File: src/rtl/contador_programa_branch.sv
// contador_programa_branch: program counter with branch/jump redirect, wrong-path flush and redirect counter
// Ports: clk, rst (async, active-high); and_out/jump redirect requests to target; stall holds pc;
// pc registered fetch address, pc_plus4 combinational pc+4; fetch_valid, flush, error_desalineado
// (one-cycle misaligned-target pulse), contador_saltos (saturating count of accepted redirects).
module contador_programa_branch #(
  parameter int XLEN = 32,
  parameter logic [XLEN-1:0] RESET_PC = '0,
  parameter int FLUSH_CYCLES = 2
) (
  input  logic            clk,
  input  logic            rst,
  input  logic            and_out,
  input  logic            jump,
  input  logic [XLEN-1:0] target,
  input  logic            stall,
  output logic [XLEN-1:0] pc,
  output logic [XLEN-1:0] pc_plus4,
  output logic            fetch_valid,
  output logic            flush,
  output logic            error_desalineado,
  output logic [15:0]     contador_saltos
);
  typedef enum logic {RUN, FLUSH} state_t;
  localparam logic [3:0] CNT_INIT = 4'(FLUSH_CYCLES - 1);
  state_t state, state_n;
  logic [3:0] cnt, cnt_n;
  logic [XLEN-1:0] pc_n;
  logic [15:0] saltos_n;
  logic redirect, flush_n, err_n, in_flush, last;
  assign pc_plus4 = pc + XLEN'(4);
  assign redirect = (and_out | jump) & (state == RUN) & fetch_valid;
  assign in_flush = state == FLUSH;
  assign last = in_flush && cnt == 4'd0;
  // Redirect beats stall; during FLUSH the pc keeps fetching down the new path.
  always_comb begin
    pc_n = redirect ? {target[XLEN-1:2], 2'b00} : stall ? pc : pc_plus4;
    flush_n = redirect | (in_flush & ~last);
    cnt_n = redirect ? CNT_INIT : (in_flush && !last) ? cnt - 4'd1 : cnt;
    state_n = redirect ? (FLUSH_CYCLES == 1 ? RUN : FLUSH) : last ? RUN : state;
    err_n = redirect && target[1:0] != 2'b00;
    saltos_n = (redirect && contador_saltos != 16'hFFFF) ? contador_saltos + 16'd1 : contador_saltos;
  end
  always_ff @(posedge clk or posedge rst) begin
    if (rst) begin
      state <= RUN;
      cnt <= '0;
      pc <= RESET_PC;
      fetch_valid <= 1'b0;
      flush <= 1'b0;
      error_desalineado <= 1'b0;
      contador_saltos <= '0;
    end else begin
      state <= state_n;
      cnt <= cnt_n;
      pc <= pc_n;
      fetch_valid <= 1'b1;
      flush <= flush_n;
      error_desalineado <= err_n;
      contador_saltos <= saltos_n;
    end
  end
endmodule
File: config.mk
export PLATFORM = sky130hd
export DESIGN_NAME = contador_programa_branch
export DESIGN_NICKNAME = d
export VERILOG_FILES = /design/src/rtl/contador_programa_branch.sv
export SDC_FILE = /design/constraint.sdc
export NUM_CORES = 1
export LEC_CHECK = 0
export BUFFER_PORTS_ARGS = -buffer_cell sky130_fd_sc_hd__buf_2
export CORE_ASPECT_RATIO = 1.2
export CORE_MARGIN = 3
export CORE_UTILIZATION = 45
export CTS_BUF_LIST = sky130_fd_sc_hd__clkbuf_4 sky130_fd_sc_hd__clkbuf_8
export DETAILED_ROUTE_END_ITERATION = 7
export PLACE_DENSITY = 0.8
export SKIP_LAST_GASP = 1
export SLEW_MARGIN = 20
export SYNTH_ARGS = -nofsm -noshare
export SYNTH_HDL_FRONTEND = slang
export SYNTH_SLANG_ARGS = --single-unit
File: constraint.sdc
create_clock -name clk -period 3.54 [get_ports clk]
set_input_delay 0.885 -clock clk [delete_from_list [all_inputs] [get_ports clk]]
set_output_delay 0.885 -clock clk [all_outputs]
set_load 0.1 [all_outputs]
Yosys cells after proc, flatten, opt, wreduce, memory -nomap -nowiden
Index checks and enable logic that the tools add are counted.
- $add $sub $neg: 3
- eq/ne operators: 2
- muxes and demuxes: 6
- bitwise operators: 7
- reduce and logical (&&, ||, !) cells: 9
- operators with widths (cell ; number):
    $mux W32 ; 2
    $add A32 B3 Y32 const B ; 1
    $add A16 B1 Y16 const B ; 1
    $ne A16 B16 Y1 const B ; 1
    $mux W4 ; 2
    $reduce_bool A2 Y1 ; 3
    $logic_and A1 B1 Y1 ; 4
    $logic_not A4 Y1 ; 1
    $sub A4 B1 Y4 const B ; 1
    $and A1 B1 Y1 ; 3
    $mux W1 ; 2
    $ne A2 B1 Y1 const B ; 1
    $not A1 Y1 ; 2
    $or A1 B1 Y1 ; 2
    $logic_not A1 Y1 ; 1
- register bits: 56
- word-level logic and storage cells: 34

Longest topological paths before layout
Gate-level depths: netlist of run 1.
- depth after elaboration: 6
- depth in mapped cells: 7

Least setup slack after synthesis of run 1
No wires, ideal clock.
- path type: register to output
- from: register pc[6]
- to: output pc_plus4[29]
- arrival: 3703 ps
- required time: 2655 ps
- slack: -1048 ps
- stages on the path, launching flop included: 8
- cells stage by stage: dfrtp_1 clkbuf_1 nand4_1 or2_2 buf_2 nor2_1 nand2_1 xnor2_1
- longest elaborated chain between the ends: 1
- RTL lines (element ; RTL line ; text):
    from (decl) ; 16 ; output logic [XLEN-1:0] pc,
    from (signal assigned) ; 55 ; pc <= pc_n;
    $add A32 B3 Y32 ; 30 ; assign pc_plus4 = pc + XLEN'(4);
    to (decl) ; 17 ; output logic [XLEN-1:0] pc_plus4,
No other way between the ends.

Worst setup path in the final report of run 1
- from: register pc[16]
- to: output pc_plus4[25]
Same word-level chain as after synthesis.

==> summary.txt, run 1 <==
Initial core utilization - 46.7%
Die width - 83.2 um
Initial DRC Count - 191
Hpwl dp - 6290 um
Placer Congestion - 0.810
Reg2Reg Setup Slack - 1.49 ns
Met2 Usage GRT - 34.8%
Global Route met1 Usage - 25.3%
Worst Path Required - 2.65 ns
Row count - 33
First-pass GRT wire length - 13800 um
Core area - 0.00690 mm^2
CTS Hold Bufs - 0
Input/output buffers - 115
Worst setup endpoint - pc_plus4[25]
Relative slew slack - 35.9%
DP Worst Slack - 0.386 ns
Post-CTS sizing - 0
Met3 track demand over resource - 5.02%
Gr busiest metal - met2
Syn. warnings - 0
DRT Pass-1 Iters - 4
Sequential area share after synthesis - 42.0%
Post-route minimum period - 3.47 ns
Vias - 2940
R2r worst-path depth - 5
Period utilisation layout - 97.9%
# IOs - 120
F_max - 0.289 GHz
Yosys top cell by area - dfrtp_1
Cts bufs inserted - 5
TritonCTS Sinks - 54
Synthesized area - 0.00322 mm^2
GR Util All Layers - 20.2%
R2R Path End - pc[31]$_DFFE_PP0P_
Worst clock skew - 0.00845 ns
ANT cells - 0
Min-delay worst type - register to register
Status - complete, no violations
Die height - 98.6 um
Antenna violations before repair - 0
Drt via density - 5.28
Final net count - 509
Worst slew pin tran - 0.961 ns
Design area - 0.00433 mm^2
Worst Setup Start Kind - register
Placed instance area - 0.00421 mm^2
Layout cells sized above 1 - 38.9%
Worst Setup Slack, final - 0.0743 ns
Cells after synthesis - 362
CTS Buffer Depth - 2
Syn avg cell area - 8.89 um^2
H-tree lvl count - 2
Reg clk slew, reported paths - 0.11 ns
Count leader, synth - dfrtp_1
Ranking of synthesized cells by area - dfrtp_1 42%, xnor2_1 13%, xor2_1 6.8%
Crit-path max FO - 8
Data arrival, critical path - 2.58 ns
Max-cap violation count - 0
DRC violations left - 0
Largest net degree at the start of global routing - 46
Crit Path Class - register to output port
Share of synthesized flip-flops with an asynchronous set or reset - 100%
RSZ-0062 raised after global routing - true
Synth top cells by count - 54 x dfrtp_1, 46 x nand2_1, 46 x xnor2_1
Crit end category - output port
Ys flop type - dfrtp_1
Full die area - 0.00820 mm^2
CP startpoint - pc[16]$_DFFE_PP0P_
Antenna Nets Post-Route - 0
Final hold vios - 0
Vias in the first global route - 2937
Post-CTS Setup Bufs - 0
Synth unique cells - 40
Routed wire length - 8060 um
Root buffer cell - clkbuf_8
WL/cell - 14.5 um
Later-pin clock latency in the skew report - 0.31 ns
Grt ovf - 0
Synthesis-stage register bit count - 54
CTS tree - yes
Worst r2r src - pc[9]$_DFFE_PP0P_
EDFF count, synth - 0
Share of the synthesized area in the top cell type - 42.0%
Final number of setup-violating endpoints - 0
Final Max Tran Viols - 0
Area Growth Syn to Fin - 34.6%
[worst max-delay path, stage by stage, from the launching register on]
cell     delay [ns]
dfrtp_2        0.48
and4_1         0.29
nand4_1        0.31
nor3_1         0.59
xor2_4         0.16
buf_2          0.43
[flip-flops by register name (all words and copies together), names as in the netlist]
signal             count
error_desalineado      1
cnt                    4
contador_saltos       16
in_flush               1
pc                    30
fetch_valid            1
flush                  1
[stage by stage]
stage	setup TNS [ns]	hold WS, ns	utilization (%)	instances
final	0	0.528	62.8	557
after detailed placement	0	0.511	61.1	549
after global placement	0	0.503	61.1	549
after CTS	0	0.528	62.5	557
after floorplan	-0.634	0.493	-	365
after global routing	-0.111	0.559	62.8	557
[how the worst min path moves through the flow]
stage	start	end	depth (start not counted)
after global placement	contador_saltos[13]$_DFFE_PP0P_	contador_saltos[13]$_DFFE_PP0P_	1
final	contador_saltos[4]$_DFFE_PP0P_	contador_saltos[4]$_DFFE_PP0P_	1
after global routing	contador_saltos[13]$_DFFE_PP0P_	contador_saltos[13]$_DFFE_PP0P_	1
after CTS	contador_saltos[11]$_DFFE_PP0P_	contador_saltos[11]$_DFFE_PP0P_	1
after detailed placement	contador_saltos[11]$_DFFE_PP0P_	contador_saltos[11]$_DFFE_PP0P_	1
after floorplan	cnt[1]$_DFFE_PP0P_	cnt[1]$_DFFE_PP0P_	2
[cells by family after synthesis]
kind of cell	after synthesis	share of synthesized area, %
mux	3	0.972
simple gates	160	25.4
fa+ha+maj	3	1.17
xor+xnor	71	19.3
flops	54	42.0
compound gates	40	6.61
other cells	2	0.233
buf+inv	29	4.24
[layout by cell type (no fill, tap or decap), types with 3 or more instances in the layout]
master    netlist  final
or2_2           3      3
conb_1          2      5
nor2_1         28     27
nor3_1         14     13
clkbuf_4        0      7
o21ai_0        26     26
buf_4           4      5
nand2_1        46     46
inv_1           6      5
nand3_1        18     18
nand4_1        19     19
dfrtp_2         0     18
a21oi_1         8      8
and4_1          6      5
clkbuf_8        0      5
xor2_1         25     13
nor4_1          5      5
xnor2_1        46     34
dfrtp_1        54     36
and3_1          5      5
ha_1            3      3
xnor2_2         0      5
buf_2           4    107
xnor2_4         0      7
xor2_2          0      6
xor2_4          0      6
[per-layer routing]
layer,up-vias,part of all wire [%]
li1,1442,-
met5,-,0
met1,1377,41
met2,111,50
met4,0,1.5
met3,10,7.0
[cell type report]
class	instances	area (um^2)
clock buffer	5	68.8
clock inverter	3	28.8
fill	588	2570
inverter	6	22.5
multi-input combinational	282	2080
sequential	54	1370
tap	87	109
timing repair buffer	120	646
Power of run 1 is not shown: default switching activity piles up to over one toggle a cycle in this logic, so the estimate is an artifact.
==> inputs of run 2 (changes only) <==
- CORE_UTILIZATION: 45 -> 55
- PLACE_DENSITY: 0.8 -> 0.94
- SLEW_MARGIN: 20 -> 5
==> run 2 against run 1 <==
  * Sequential cell count is the same
  * Clock-buffer cell count grew 1
  * Wire length grew 2.8%
  * Cell count shrank 2.2%
  * Critical path type unchanged
  * Global-route usage grew 4.8 points
  * Sequential share of layout area grew 0.14 points
  * Highest routed layer is now met5
  * First-iteration DRC count grew 2.6%
  * Largest cell class unchanged
  * Utilization grew 16 points
  * Register-to-register slack is essentially flat
==> summary.txt, run 2 (synthesis gave the netlist of run 1 again) <==
Data arrival, critical path - 2.53 ns (was 2.58 ns)
Crit-path max FO - 8 (unchanged)
Layout cells sized above 1 - 38.7% (was 38.9%)
DRT Pass-1 Iters - 4 (unchanged)
Row count - 29 (was 33)
Placer Congestion - 0.901 (was 0.810)
DRC violations left - 0 (unchanged)
Die width - 75.8 um (was 83.2 um)
Area Growth Syn to Fin - 34.0% (was 34.6%)
# IOs - 120 (unchanged)
Initial DRC Count - 196 (was 191)
Final number of setup-violating endpoints - 0 (unchanged)
Relative slew slack - 48.3% (was 35.9%)
CTS tree - yes (unchanged)
Full die area - 0.00681 mm^2 (was 0.00820 mm^2)
Setup TNS - 0 ns (unchanged)
Input/output buffers - 115 (unchanged)
Reg clk slew, reported paths - 0.10 ns (was 0.11 ns)
ANT cells - 0 (unchanged)
Routed wire length - 8280 um (was 8060 um)
WL/cell - 15.2 um (was 14.5 um)
F_max - 0.293 GHz (was 0.289 GHz)
Worst clock skew - 0.0112 ns (was 0.00845 ns)
Root buffer cell - clkbuf_8 (unchanged)
Final net count - 507 (was 509)
Core area - 0.00548 mm^2 (was 0.00690 mm^2)
CTS Buffer Depth - 2 (unchanged)
Post-CTS Setup Bufs - 0 (unchanged)
Largest register FFs - 30 (unchanged)
Worst Setup Start Kind - register (unchanged)
RSZ-0062 raised after global routing - false (was true)
Antenna Nets Post-Route - 0 (unchanged)
Min-delay worst type - register to register (unchanged)
Largest Register - pc (unchanged)
Crit Path Class - register to output port (unchanged)
Final Max Tran Viols - 0 (unchanged)
TritonCTS Sinks - 54 (unchanged)
Period utilisation layout - 96.6% (was 97.9%)
Commonest non-fill, non-tap cells in the layout - 110 x buf_2, 46 x nand2_1, 36 x dfrtp_1 (was 107 x buf_2, 46 x nand2_1, 36 x dfrtp_1)
H-tree lvl count - 2 (unchanged)
First-pass GRT wire length - 13500 um (was 13800 um)
Most common library cell in the layout ignoring fill and taps - buf_2 (unchanged)
Final hold vios - 0 (unchanged)
Crit end category - output port (unchanged)
Largest registers - pc (30), contador_saltos (16), cnt (4) (unchanged)
Hpwl dp - 6330 um (was 6290 um)
Worst Path Required - 2.65 ns (about the same)
Vias - 2994 (was 2940)
Status - complete, no violations (unchanged)
Vias in the first global route - 2879 (was 2937)
Cts bufs inserted - 5 (unchanged)
Max-cap violation count - 0 (unchanged)
Grt ovf - 0 (unchanged)
GR Util All Layers - 25.0% (was 20.2%)
Drt via density - 5.49 (was 5.28)
Antenna violations before repair - 1 (was 0)
Post-route minimum period - 3.42 ns (was 3.47 ns)
Hold_ws - 0.532 ns (was 0.528 ns)
Later-pin clock latency in the skew report - 0.31 ns (about the same)
Initial core utilization - 58.7% (was 46.7%)
Die height - 89.8 um (was 98.6 um)
Largest net degree at the start of global routing - 34 (was 46)
Worst slew pin tran - 0.769 ns (was 0.961 ns)
## run 2: cell count changes in the layout (fill, tap and decap cells not counted), sizes merged
cell      before  now
clkbuf        12   10
inv            8    6
buf          113  114
bufinv         0    1
clkinv         1    0
clkinvlp       0    1
## run 2: cell type report
class / count / area (um^2)
Clock buffer: 6 / 76.3
Clock inverter: 2 / 37.5
Fill cell: 369 / 1170
Inverter: 6 / 22.5
Multi-Input combinational cell: 282 / 2080
Sequential cell: 54 / 1370
Tap cell: 77 / 96.3
Timing Repair Buffer: 118 / 623
## run 2: final timing paths
check | cells past startpoint | end | startpoint | slack, ns
hold reg to reg | 1 | contador_saltos[4]$_DFFE_PP0P_ | contador_saltos[4]$_DFFE_PP0P_ | 0.53
setup / recovery | 5 | pc_plus4[31] | pc[10]$_DFFE_PP0P_ | 0.12
setup reg to reg | 5 | pc[23]$_DFFE_PP0P_ | pc[10]$_DFFE_PP0P_ | 1.50
max in group asynchronous | 3 | pc[18]$_DFFE_PP0P_ | rst | 2.13
min in group asynchronous | 2 | contador_saltos[1]$_DFFE_PP0P_ | rst | 0.62
hold / removal | 1 | contador_saltos[4]$_DFFE_PP0P_ | contador_saltos[4]$_DFFE_PP0P_ | 0.53
## run 2: routing by layer
metal / vias to the layer above / GRT usage [%] / wire length (um)
met4: 2 / 8.89 / 202
met2: 136 / 39.8 / 4210
met1: 1403 / 32.9 / 3190
li1: 1430 / - / -
met3: 23 / 5.47 / 673
met5: - / 0 / 9
## run 2: repair_timing
action / in CTS / in global routing
resized for setup: 0 / 5
setup endpoints to repair: 0 / 8
hold buffers: 0 / 0
## run 2: metrics by stage
stage                     area, um^2  setup WS, ns  util (%)  std cells
after floorplan                 3580        -0.211         -        365
after detailed placement        4190         0.369      76.4        537
after global placement          4190         0.440      76.4        537
after global routing            4310        0.0108      78.7        545
final                           4310         0.122      78.7        545
after CTS                       4300        0.0324      78.5        545
## run 2: critical path, stage by stage, from the launching register on
cell and delay, ns:
dfrtp_2 0.45, nand2_2 0.13, or4_1 0.75, nor3_2 0.41, xor2_4 0.15, clkbuf_4 0.34
Power of run 2 is left out for the same reason.
==> inputs of run 3 (changes only) <==
- CORE_UTILIZATION: 55 -> 51
- PLACE_DENSITY: 0.94 -> 0.88
- clock period: 3.54 -> 3.3 ns (I/O delays scaled with it)
==> run 3 against run 2 <==
  * Critical path depth up 1
  * Highest routed layer is now met4
  * First-iteration DRC count down 12%
  * Sequential cell count unchanged
  * Global-route usage down 0.75 points
  * Critical path type unchanged
  * Worst setup slack better by 0.039 ns
==> summary.txt, run 3 (synthesis gave the netlist of run 1 again) <==
Later-pin clock latency in the skew report - 0.30 ns (was 0.31 ns)
Die height - 93 um (was 89.8 um)
Full die area - 0.00730 mm^2 (was 0.00681 mm^2)
Critical-path cell list - nand3_2, or2_2, nor2_4, nand2_1, xnor2_4, buf_4 (was nand2_2, or4_1, nor3_2, xor2_4, clkbuf_4)
Die width - 78.5 um (was 75.8 um)
Placed instance count - 545 (was 537)
DRC violations left - 0 (unchanged)
Root buffer cell - clkbuf_8 (unchanged)
Worst r2r src - in_flush$_DFFE_PP0P_ (was pc[10]$_DFFE_PP0P_)
Final net count - 511 (was 507)
CTS Buffer Depth - 2 (unchanged)
Reg clk slew, reported paths - 0.09 ns (was 0.10 ns)
# IOs - 120 (unchanged)
Worst Path Required - 2.47 ns (was 2.65 ns)
Antenna violations before repair - 0 (was 1)
CP max-delay cell - or2_2 (was or4_1)
CTS tree - yes (unchanged)
Data arrival, critical path - 2.31 ns (was 2.53 ns)
Worst clock skew - 0.00257 ns (was 0.0112 ns)
Most common library cell in the layout ignoring fill and taps - buf_2 (unchanged)
Period utilisation layout - 95.1%
Largest net degree at the start of global routing - 28 (was 34)
Worst slew pin tran - 0.826 ns (was 0.769 ns)
H-tree lvl count - 2 (unchanged)
Max-cap violation count - 0 (unchanged)
Area Growth Syn to Fin - 42.8% (was 34.0%)
R2R Path End - contador_saltos[10]$_DFFE_PP0P_ (was pc[23]$_DFFE_PP0P_)
Largest register FFs - 30 (unchanged)
FILL cells - 426 (was 369)
Grt ovf - 0 (unchanged)
Min-delay worst type - input port to async pin (was register to register)
GR Util All Layers - 24.2% (was 25.0%)
Relative slew slack - 44.5% (was 48.3%)
Post-route minimum period - 3.14 ns
Placer Congestion - 0.896 (was 0.901)
CTS Hold Bufs - 0 (unchanged)
Core area - 0.00609 mm^2 (was 0.00548 mm^2)
Finished Layout Cells - 554 (was 545)
Status - complete, no violations (unchanged)
Largest registers - pc (30), contador_saltos (16), cnt (4) (unchanged)
Largest Register - pc (unchanged)
Hpwl dp - 6710 um (was 6330 um)
Final hold vios - 0 (unchanged)
DP Worst Slack - 0.301 ns (was 0.369 ns)
F_max - 0.319 GHz
Vias in the first global route - 3080 (was 2879)
Routed wire length - 8590 um (was 8280 um)
TritonCTS Sinks - 54 (unchanged)
Max incr delay on CP - 0.47 ns (was 0.75 ns)
Layout cells sized above 1 - 43.0% (was 38.7%)
ANT cells - 0 (unchanged)
DRT Pass-1 Iters - 4 (unchanged)
Final number of setup-violating endpoints - 0 (unchanged)
Commonest non-fill, non-tap cells in the layout - 102 x buf_2, 45 x nand2_1, 32 x xnor2_1 (was 110 x buf_2, 46 x nand2_1, 36 x dfrtp_1)
Initial DRC Count - 172 (was 196)
Reg2Reg Setup Slack - 1.24 ns (was 1.50 ns)
Row count - 31 (was 29)
R2r worst-path depth - 5 (unchanged)
Drt via density - 5.51 (was 5.49)
Crit-path max FO - 11 (was 8)
Placed instance area - 0.00445 mm^2 (was 0.00419 mm^2)
WL/cell - 15.5 um (was 15.2 um)
RSZ-0062 raised after global routing - true (was false)
Vias - 3053 (was 2994)
Antenna Nets Post-Route - 0 (unchanged)
Crit end category - output port (unchanged)
Crit Path Class - register to output port (unchanged)
Cts bufs inserted - 5 (unchanged)
Design area - 0.00459 mm^2 (was 0.00431 mm^2)
Input/output buffers - 115 (unchanged)
Worst Setup Start Kind - register (unchanged)
First-pass GRT wire length - 14300 um (was 13500 um)
Worst Setup Slack, final - 0.161 ns (was 0.122 ns)
Final Max Tran Viols - 0 (unchanged)
Initial core utilization - 52.8% (was 58.7%)
-- run 3: changes by cell type in the layout (fill, tap and decap cells not counted), sizes merged --
cell | before | now
buf | 114 | 119
clkinvlp | 1 | 0
-- run 3: worst max-delay path, delay by kind of cell (launching register included) --
family,cells,cell delay (ns)
xor+xnor,1,0.18
simple gates,4,1.06
flops,1,0.45
buf+inv,1,0.31
-- run 3: worst max path at each step --
stage / start / end
after CTS: pc[2]$_DFFE_PP0P_ / pc_plus4[20]
after global placement: pc[11]$_DFFE_PP0P_ / pc_plus4[29]
final: pc[2]$_DFFE_PP0P_ / pc_plus4[29]
after floorplan: pc[15]$_DFFE_PP0P_ / pc_plus4[25]
after global routing: pc[2]$_DFFE_PP0P_ / pc_plus4[13]
after detailed placement: pc[11]$_DFFE_PP0P_ / pc_plus4[29]
-- run 3: layer usage --
| layer | up-vias | track usage (%) | wire [um] |
|---|---|---|---|
| met2 | 113 | 43.1 | 4510 |
| met5 | - | 0 | 0 |
| met3 | 13 | 5.11 | 569 |
| met1 | 1482 | 29.3 | 3370 |
| met4 | 0 | 7.29 | 139 |
| li1 | 1445 | - | - |
-- run 3: what timing repair did --
item | CTS | global route
setup buffers | 0 | 1
pin swaps | 0 | 1
endpoints found under the setup margin | 2 | 11
gates resized for setup | 2 | 5
-- run 3: layout make-up --
type / count / area [um^2] / share of cell area (%)
multi-input cells: 282 / 2200 / 48.0
flip-flops and latches: 54 / 1380 / 30.1
repair buffers: 122 / 761 / 16.6
well taps: 82 / 103 / 2.23
clock buffers: 7 / 90.1 / 1.96
clock inverters: 1 / 30.0 / 0.654
inverters: 6 / 22.5 / 0.490
-- run 3: stage by stage --
step                TNS [ns]  utilization, %  hold slack [ns]
finish                     0            75.4            0.520
floorplan             -0.334               -            0.493
detailed placement         0            73.0            0.517
CTS                        0            75.1            0.524
global route               0            75.4            0.546
global placement           0            73.0            0.494
Power of run 3 is left out for the same reason.
